--- config.mk ---
export PLATFORM = sky130hd
export DESIGN_NAME = pifo_port_client_flat
export DESIGN_NICKNAME = d
export VERILOG_FILES = /design/src/rtl/pifo_port_client_if.sv /design/src/rtl/pifo_port_client.sv /design/src/flat_wrapper.sv
export SDC_FILE = /design/constraint.sdc
export NUM_CORES = 1
export LEC_CHECK = 0
export BUFFER_PORTS_ARGS = -buffer_cell sky130_fd_sc_hd__buf_4
export CORE_MARGIN = 5
export CORE_UTILIZATION = 40
export DETAILED_ROUTE_END_ITERATION = 8
export PLACE_DENSITY = 0.65
export SLEW_MARGIN = 10
export SYNTH_ARGS = -nofsm -noshare
export SYNTH_HDL_FRONTEND = slang
export SYNTH_SLANG_ARGS = --single-unit
export TNS_END_PERCENT = 50
--- constraint.sdc ---
create_clock -name i_clk -period 3.8 [get_ports i_clk]
set_clock_uncertainty 0.2 [all_clocks]
set_input_delay 0 -clock i_clk [delete_from_list [all_inputs] [get_ports i_clk]]
set_output_delay 0 -clock i_clk [all_outputs]
set_load 0.1 [all_outputs]
--- src/rtl/pifo_port_client_if.sv ---
// pifo_port_client_if: request, tree-port and response signals of one PIFO port client.
interface pifo_port_client_if #(
    parameter int PTW        = 16,
    parameter int MTW        = 0,
    parameter int TREE_NUM   = 4,
    parameter int RESP_DEPTH = 4
);
    localparam int DW = MTW + PTW;
    localparam int TB = $clog2(TREE_NUM);
    localparam int CW = $clog2(RESP_DEPTH) + 1;
    logic          push_valid, push_ready;
    logic [TB-1:0] push_tree_id;
    logic [DW-1:0] push_data;
    logic          pop_valid, pop_ready;
    logic [TB-1:0] pop_tree_id;
    logic          push, pop;
    logic [TB-1:0] tree_id;
    logic [DW-1:0] tree_push_data;
    logic          task_fifo_full, is_level0_pop;
    logic [TB-1:0] rsp_tree_id;
    logic [DW-1:0] rsp_data;
    logic          resp_valid, resp_ready, resp_null;
    logic [TB-1:0] resp_tree_id;
    logic [DW-1:0] resp_data;
    logic [CW-1:0] outstanding;
    logic          err_unexpected;
    modport slave (
        input  push_valid, push_tree_id, push_data, pop_valid, pop_tree_id,
               task_fifo_full, is_level0_pop, rsp_tree_id, rsp_data, resp_ready,
        output push_ready, pop_ready, push, pop, tree_id, tree_push_data,
               resp_valid, resp_tree_id, resp_data, resp_null, outstanding, err_unexpected
    );
    modport master (
        output push_valid, push_tree_id, push_data, pop_valid, pop_tree_id,
               task_fifo_full, is_level0_pop, rsp_tree_id, rsp_data, resp_ready,
        input  push_ready, pop_ready, push, pop, tree_id, tree_push_data,
               resp_valid, resp_tree_id, resp_data, resp_null, outstanding, err_unexpected
    );
endinterface

--- src/rtl/pifo_port_client.sv ---
// pifo_port_client: arbitrates push/pop requests onto one PIFO tree port and buffers pop results.
module pifo_port_client #(
    parameter int PTW        = 16,
    parameter int MTW        = 0,
    parameter int TREE_NUM   = 4,
    parameter int RESP_DEPTH = 4
) (
    input logic i_clk,
    input logic i_arst_n,
    pifo_port_client_if.slave b
);
    localparam int DW = MTW + PTW;
    localparam int TB = $clog2(TREE_NUM);
    localparam int AW = $clog2(RESP_DEPTH);
    localparam int CW = AW + 1;
    logic              last_pop;
    logic [CW-1:0]     outstanding, count;
    logic [AW-1:0]     wptr, rptr;
    logic [TB+DW-1:0]  mem [RESP_DEPTH];
    logic              push_elig, pop_elig, rsp_ok, rd;
    assign push_elig = b.push_valid & ~b.task_fifo_full;
    // Credits cover both in-flight pops and buffered results so the FIFO can never overflow.
    assign pop_elig = b.pop_valid & ~b.task_fifo_full &
                      (({1'b0, outstanding} + {1'b0, count}) < (CW+1)'(RESP_DEPTH));
    assign b.push_ready = push_elig & (~pop_elig | last_pop);
    assign b.pop_ready = pop_elig & (~push_elig | ~last_pop);
    assign rsp_ok = b.is_level0_pop & ((outstanding != '0) | b.pop_ready);
    assign rd = b.resp_valid & b.resp_ready;
    assign b.resp_valid = count != '0;
    assign b.resp_tree_id = b.resp_valid ? mem[rptr][TB+DW-1:DW] : '0;
    assign b.resp_data = b.resp_valid ? mem[rptr][DW-1:0] : '1;
    assign b.resp_null = b.resp_valid & (&b.resp_data);
    assign b.outstanding = outstanding;
    always_ff @(posedge i_clk or negedge i_arst_n) begin
        if (!i_arst_n) begin
            last_pop         <= 1'b1;
            outstanding      <= '0;
            count            <= '0;
            wptr             <= '0;
            rptr             <= '0;
            b.push           <= 1'b0;
            b.pop            <= 1'b0;
            b.tree_id        <= '0;
            b.tree_push_data <= '1;
            b.err_unexpected <= 1'b0;
        end else begin
            b.push           <= b.push_ready;
            b.pop            <= b.pop_ready;
            b.tree_id        <= b.push_ready ? b.push_tree_id : b.pop_ready ? b.pop_tree_id : '0;
            b.tree_push_data <= b.push_ready ? b.push_data : '1;
            if (b.push_ready | b.pop_ready) last_pop <= b.pop_ready;
            outstanding <= outstanding + CW'(b.pop_ready) - CW'(rsp_ok);
            if (b.is_level0_pop & ~rsp_ok) b.err_unexpected <= 1'b1;
            if (rsp_ok) wptr <= wptr + 1'b1;
            if (rd) rptr <= rptr + 1'b1;
            count <= count + CW'(rsp_ok) - CW'(rd);
        end
    end
    always_ff @(posedge i_clk) begin
        if (rsp_ok) mem[wptr] <= {b.rsp_tree_id, b.rsp_data};
    end
endmodule

--- src/flat_wrapper.sv ---
// flat-port wrapper written by rule: the top's interface ports become plain ports
module pifo_port_client_flat 
#(
    parameter int PTW        = 16,
    parameter int MTW        = 0,
    parameter int TREE_NUM   = 4,
    parameter int RESP_DEPTH = 4
)
  (i_clk, i_arst_n, b_push_valid, b_push_tree_id, b_push_data, b_pop_valid, b_pop_tree_id, b_task_fifo_full, b_is_level0_pop, b_rsp_tree_id, b_rsp_data, b_resp_ready, b_push_ready, b_pop_ready, b_push, b_pop, b_tree_id, b_tree_push_data, b_resp_valid, b_resp_tree_id, b_resp_data, b_resp_null, b_outstanding, b_err_unexpected);
  pifo_port_client_if #(.PTW(PTW), .MTW(MTW), .TREE_NUM(TREE_NUM), .RESP_DEPTH(RESP_DEPTH)) b_i ();
  input logic i_clk;
  input logic i_arst_n;
  input wire logic [$bits(b_i.push_valid)-1:0] b_push_valid;
  input wire logic [$bits(b_i.push_tree_id)-1:0] b_push_tree_id;
  input wire logic [$bits(b_i.push_data)-1:0] b_push_data;
  input wire logic [$bits(b_i.pop_valid)-1:0] b_pop_valid;
  input wire logic [$bits(b_i.pop_tree_id)-1:0] b_pop_tree_id;
  input wire logic [$bits(b_i.task_fifo_full)-1:0] b_task_fifo_full;
  input wire logic [$bits(b_i.is_level0_pop)-1:0] b_is_level0_pop;
  input wire logic [$bits(b_i.rsp_tree_id)-1:0] b_rsp_tree_id;
  input wire logic [$bits(b_i.rsp_data)-1:0] b_rsp_data;
  input wire logic [$bits(b_i.resp_ready)-1:0] b_resp_ready;
  output wire logic [$bits(b_i.push_ready)-1:0] b_push_ready;
  output wire logic [$bits(b_i.pop_ready)-1:0] b_pop_ready;
  output wire logic [$bits(b_i.push)-1:0] b_push;
  output wire logic [$bits(b_i.pop)-1:0] b_pop;
  output wire logic [$bits(b_i.tree_id)-1:0] b_tree_id;
  output wire logic [$bits(b_i.tree_push_data)-1:0] b_tree_push_data;
  output wire logic [$bits(b_i.resp_valid)-1:0] b_resp_valid;
  output wire logic [$bits(b_i.resp_tree_id)-1:0] b_resp_tree_id;
  output wire logic [$bits(b_i.resp_data)-1:0] b_resp_data;
  output wire logic [$bits(b_i.resp_null)-1:0] b_resp_null;
  output wire logic [$bits(b_i.outstanding)-1:0] b_outstanding;
  output wire logic [$bits(b_i.err_unexpected)-1:0] b_err_unexpected;
  assign b_i.push_valid = b_push_valid;
  assign b_i.push_tree_id = b_push_tree_id;
  assign b_i.push_data = b_push_data;
  assign b_i.pop_valid = b_pop_valid;
  assign b_i.pop_tree_id = b_pop_tree_id;
  assign b_i.task_fifo_full = b_task_fifo_full;
  assign b_i.is_level0_pop = b_is_level0_pop;
  assign b_i.rsp_tree_id = b_rsp_tree_id;
  assign b_i.rsp_data = b_rsp_data;
  assign b_i.resp_ready = b_resp_ready;
  assign b_push_ready = b_i.push_ready;
  assign b_pop_ready = b_i.pop_ready;
  assign b_push = b_i.push;
  assign b_pop = b_i.pop;
  assign b_tree_id = b_i.tree_id;
  assign b_tree_push_data = b_i.tree_push_data;
  assign b_resp_valid = b_i.resp_valid;
  assign b_resp_tree_id = b_i.resp_tree_id;
  assign b_resp_data = b_i.resp_data;
  assign b_resp_null = b_i.resp_null;
  assign b_outstanding = b_i.outstanding;
  assign b_err_unexpected = b_i.err_unexpected;
  pifo_port_client #(.PTW(PTW), .MTW(MTW), .TREE_NUM(TREE_NUM), .RESP_DEPTH(RESP_DEPTH)) u_core (.i_clk(i_clk), .i_arst_n(i_arst_n), .b(b_i));
endmodule
==> flow_summary.ini <==
[status]
outcome = completed

[route]
via_per_inst = 4.75
wl_per_cell_um = 16.4
post-route-drc-count = 0
firstDrtPassIters = 4
drt-initial-drc-count = 86
routed_wl_um = 8360
vias = 2417
antenna_left = 0

[sta]
tightest_slew_ns = 0.878
hold_viol_final = 0
rsz0062_at_grt = no
setup_viol_count_final = 0
fin_crit_sh_pct = 92.9
period_needed_ns = 3.53
clock.fmax_mhz = 283
slew_viol_final = 0
relSlewSlack_pct = 41.5
fin_tns_setup_ns = 0

[cts]
hold_buffers = 46
cts_num_sinks = 104
cts.clk_slew.worst_paths_ns = 0.10
cts_tree = yes
numCtsBuffers = 9
ctsHtreeMaxLevel = 3
cts-root-buf = clkbuf_8
cts_setup_buffers = 0
clock_path_buffers = 2
clkLatencyLatePin_ns = 0.36
post_cts_resized = 0

[worst_setup_path]
crit_chain = ha_1, nor4_1, and4_1, dlygate4sd3_1, buf_4, inv_2, ha_1, inv_1, ha_1, fa_1, xnor2_1, xnor2_1
critPathCaptureType = register
cpPeakStageDelay_ns = 0.54
crit_family = adder cells
r2r_cells = 12
critPathArrivalTime_ns = 3.60
path_class = reg -> reg
cp_num_buf_inv = 4
crit_top_cell = ha_1
critPathSlowestCell = dlygate4sd3_1
start_kind = register
cp.depth = 12
critical_path.max_fanout = 22
required_ns = 3.88

[floorplanning]
fp.dieW_um = 112
dieHeight_um = 112
initial_core_util_pct = 40.6
die_area_mm2 = 0.0125
ioPinCount = 91
core_mm2 = 0.0102
row_count = 37

[final_layout]
nets = 425
nFillCells = 843
drive_gt1_share_pct = 37.8
antenna_cells = 0
final_cells = 509
syn2layout_area_growth_pct = 35.9

[placed_design]
portBuffers = 90
dp_hpwl_um = 5410
dp.cells = 447
gp_congestion = 0.713

[job]
drv_cap = 0

[synth]
synth_top_area_share_pct = 52.3
synth_area_leader_cell = edfxtp_1
synthTopCellsByCount = edfxtp_1 (72), dfstp_2 (17), or2_1 (16), or3_1 (16), dfrtp_1 (15)
ys_warn_count = 0
syn_nets = 279
ys_ff_latch = 104
postSynthCellCount = 222
async_flop_share_pct = 30.8
ys.flop_type = edfxtp_1
synth_edf_count = 72
avgSynthCellArea_um2 = 18.6
yosys-top-cells-area = edfxtp_1 (52%), dfstp_2 (11%), dfrtp_1 (9.1%)
ys_seq_area_share_pct = 72.3
yosysMostFrequentCell = edfxtp_1
syn_area_mm2 = 0.00413
synth.distinct_cells = 31

[global_routing]
antenna_found_initial = 0
overflow = 0
grt_max_degree = 23
grt_pass1_wl_um = 13900
grt_pass1_vias = 2670
grt_usage_pct = 14.2

[hold_path]
hp-class = in -> async
registers in the layout, indices dropped and copies added, names as in the netlist:
name,flops
u_core.b.push,1
u_core.b.tree_push_data,16
u_core.mem,72
u_core.wptr,2
u_core.b.outstanding,3
u_core.b.tree_id,2
u_core.rptr,2
u_core.last_pop,1
u_core.b.err_unexpected,1
u_core.b.pop,1
u_core.count,3
worst reg2reg max path, cell delays in order, from the launching register on:
cell and delay [ns]:
dfrtp_2 0.44, ha_1 0.20, nor4_1 0.36, and4_1 0.23, dlygate4sd3_1 0.54, buf_4 0.23
inv_2 0.07, ha_1 0.27, inv_1 0.04, ha_1 0.17, fa_1 0.37, xnor2_1 0.18
xnor2_1 0.13
cell usage in the layout (no fill, tap or decap), drive strengths merged, types with 3 or more instances in the layout:
cell | netlist | layout
buf | 5 | 97
edfxtp | 72 | 72
clkbuf | 3 | 9
or2 | 16 | 16
mux4 | 18 | 18
xnor2 | 6 | 6
or3 | 16 | 16
and2 | 7 | 7
inv | 11 | 12
dlygate4sd3 | 0 | 46
nand4 | 3 | 3
clkinv | 0 | 5
dfstp | 17 | 17
dfrtp | 15 | 15
nand2 | 5 | 5
ha | 10 | 10
layout make-up:
type | count | area [um2] | area share (%)
timing repair buffer | 143 | 1190 | 21.2
clock buffer | 9 | 124 | 2.21
tap | 136 | 170 | 3.03
inverter | 11 | 41.3 | 0.735
clock inverter | 7 | 47.5 | 0.847
multi-input combinational | 99 | 1060 | 18.8
sequential | 104 | 2990 | 53.2
final timing paths:
path	from	slack (ns)	endpoint
setup / recovery	u_core.b.outstanding[2]$_DFF_PN0_	0.27	u_core.b.outstanding[2]$_DFF_PN0_
hold / removal	i_arst_n	0.07	u_core.b.tree_push_data[15]$_DFF_PN1_
setup reg to reg	u_core.b.outstanding[2]$_DFF_PN0_	0.27	u_core.b.outstanding[2]$_DFF_PN0_
hold reg to reg	u_core.last_pop$_DFFE_PN1P_	0.27	u_core.last_pop$_DFFE_PN1P_
max in group asynchronous	i_arst_n	2.09	u_core.b.outstanding[2]$_DFF_PN0_
min in group i_clk	b_task_fifo_full	0.16	u_core.last_pop$_DFFE_PN1P_
metrics by stage:
stage / util (%) / cell area [um2] / setup WS, ns / hold slack [ns]
after floorplan: - / 4130 / 0.124 / -0.496
after global routing: 55.1 / 5610 / 0.0434 / 0.0737
after global placement: 48.9 / 4980 / 0.888 / -0.245
after detailed placement: 48.9 / 4980 / 0.809 / -0.238
after CTS: 55.1 / 5610 / 0.257 / 0.0581
final: 55.1 / 5610 / 0.271 / 0.0656
metal layers:
layer	track usage (%)	up-vias	wire [um]
met5	0	-	0
met4	2.92	0	38
met3	5.92	5	747
met2	23.6	93	4160
met1	17.7	1187	3410
li1	-	1132	-
logic make-up (layout without fill, tap and decap cells):
group	count (synthesis)	in the layout	share of synthesized area [%]
AO/OA/AOI/OAI	4	4	0.909
buffers and inverters	19	170	2.15
XOR/XNOR	7	7	1.48
multiplexers	19	19	10.8
AND/OR/NAND/NOR	57	57	8.39
adder cells (fa/ha/maj)	12	12	4.00
flip-flops	104	104	72.3
Power is not shown: default switching activity piles up to over one toggle a cycle in this logic, so the estimate is an artifact.
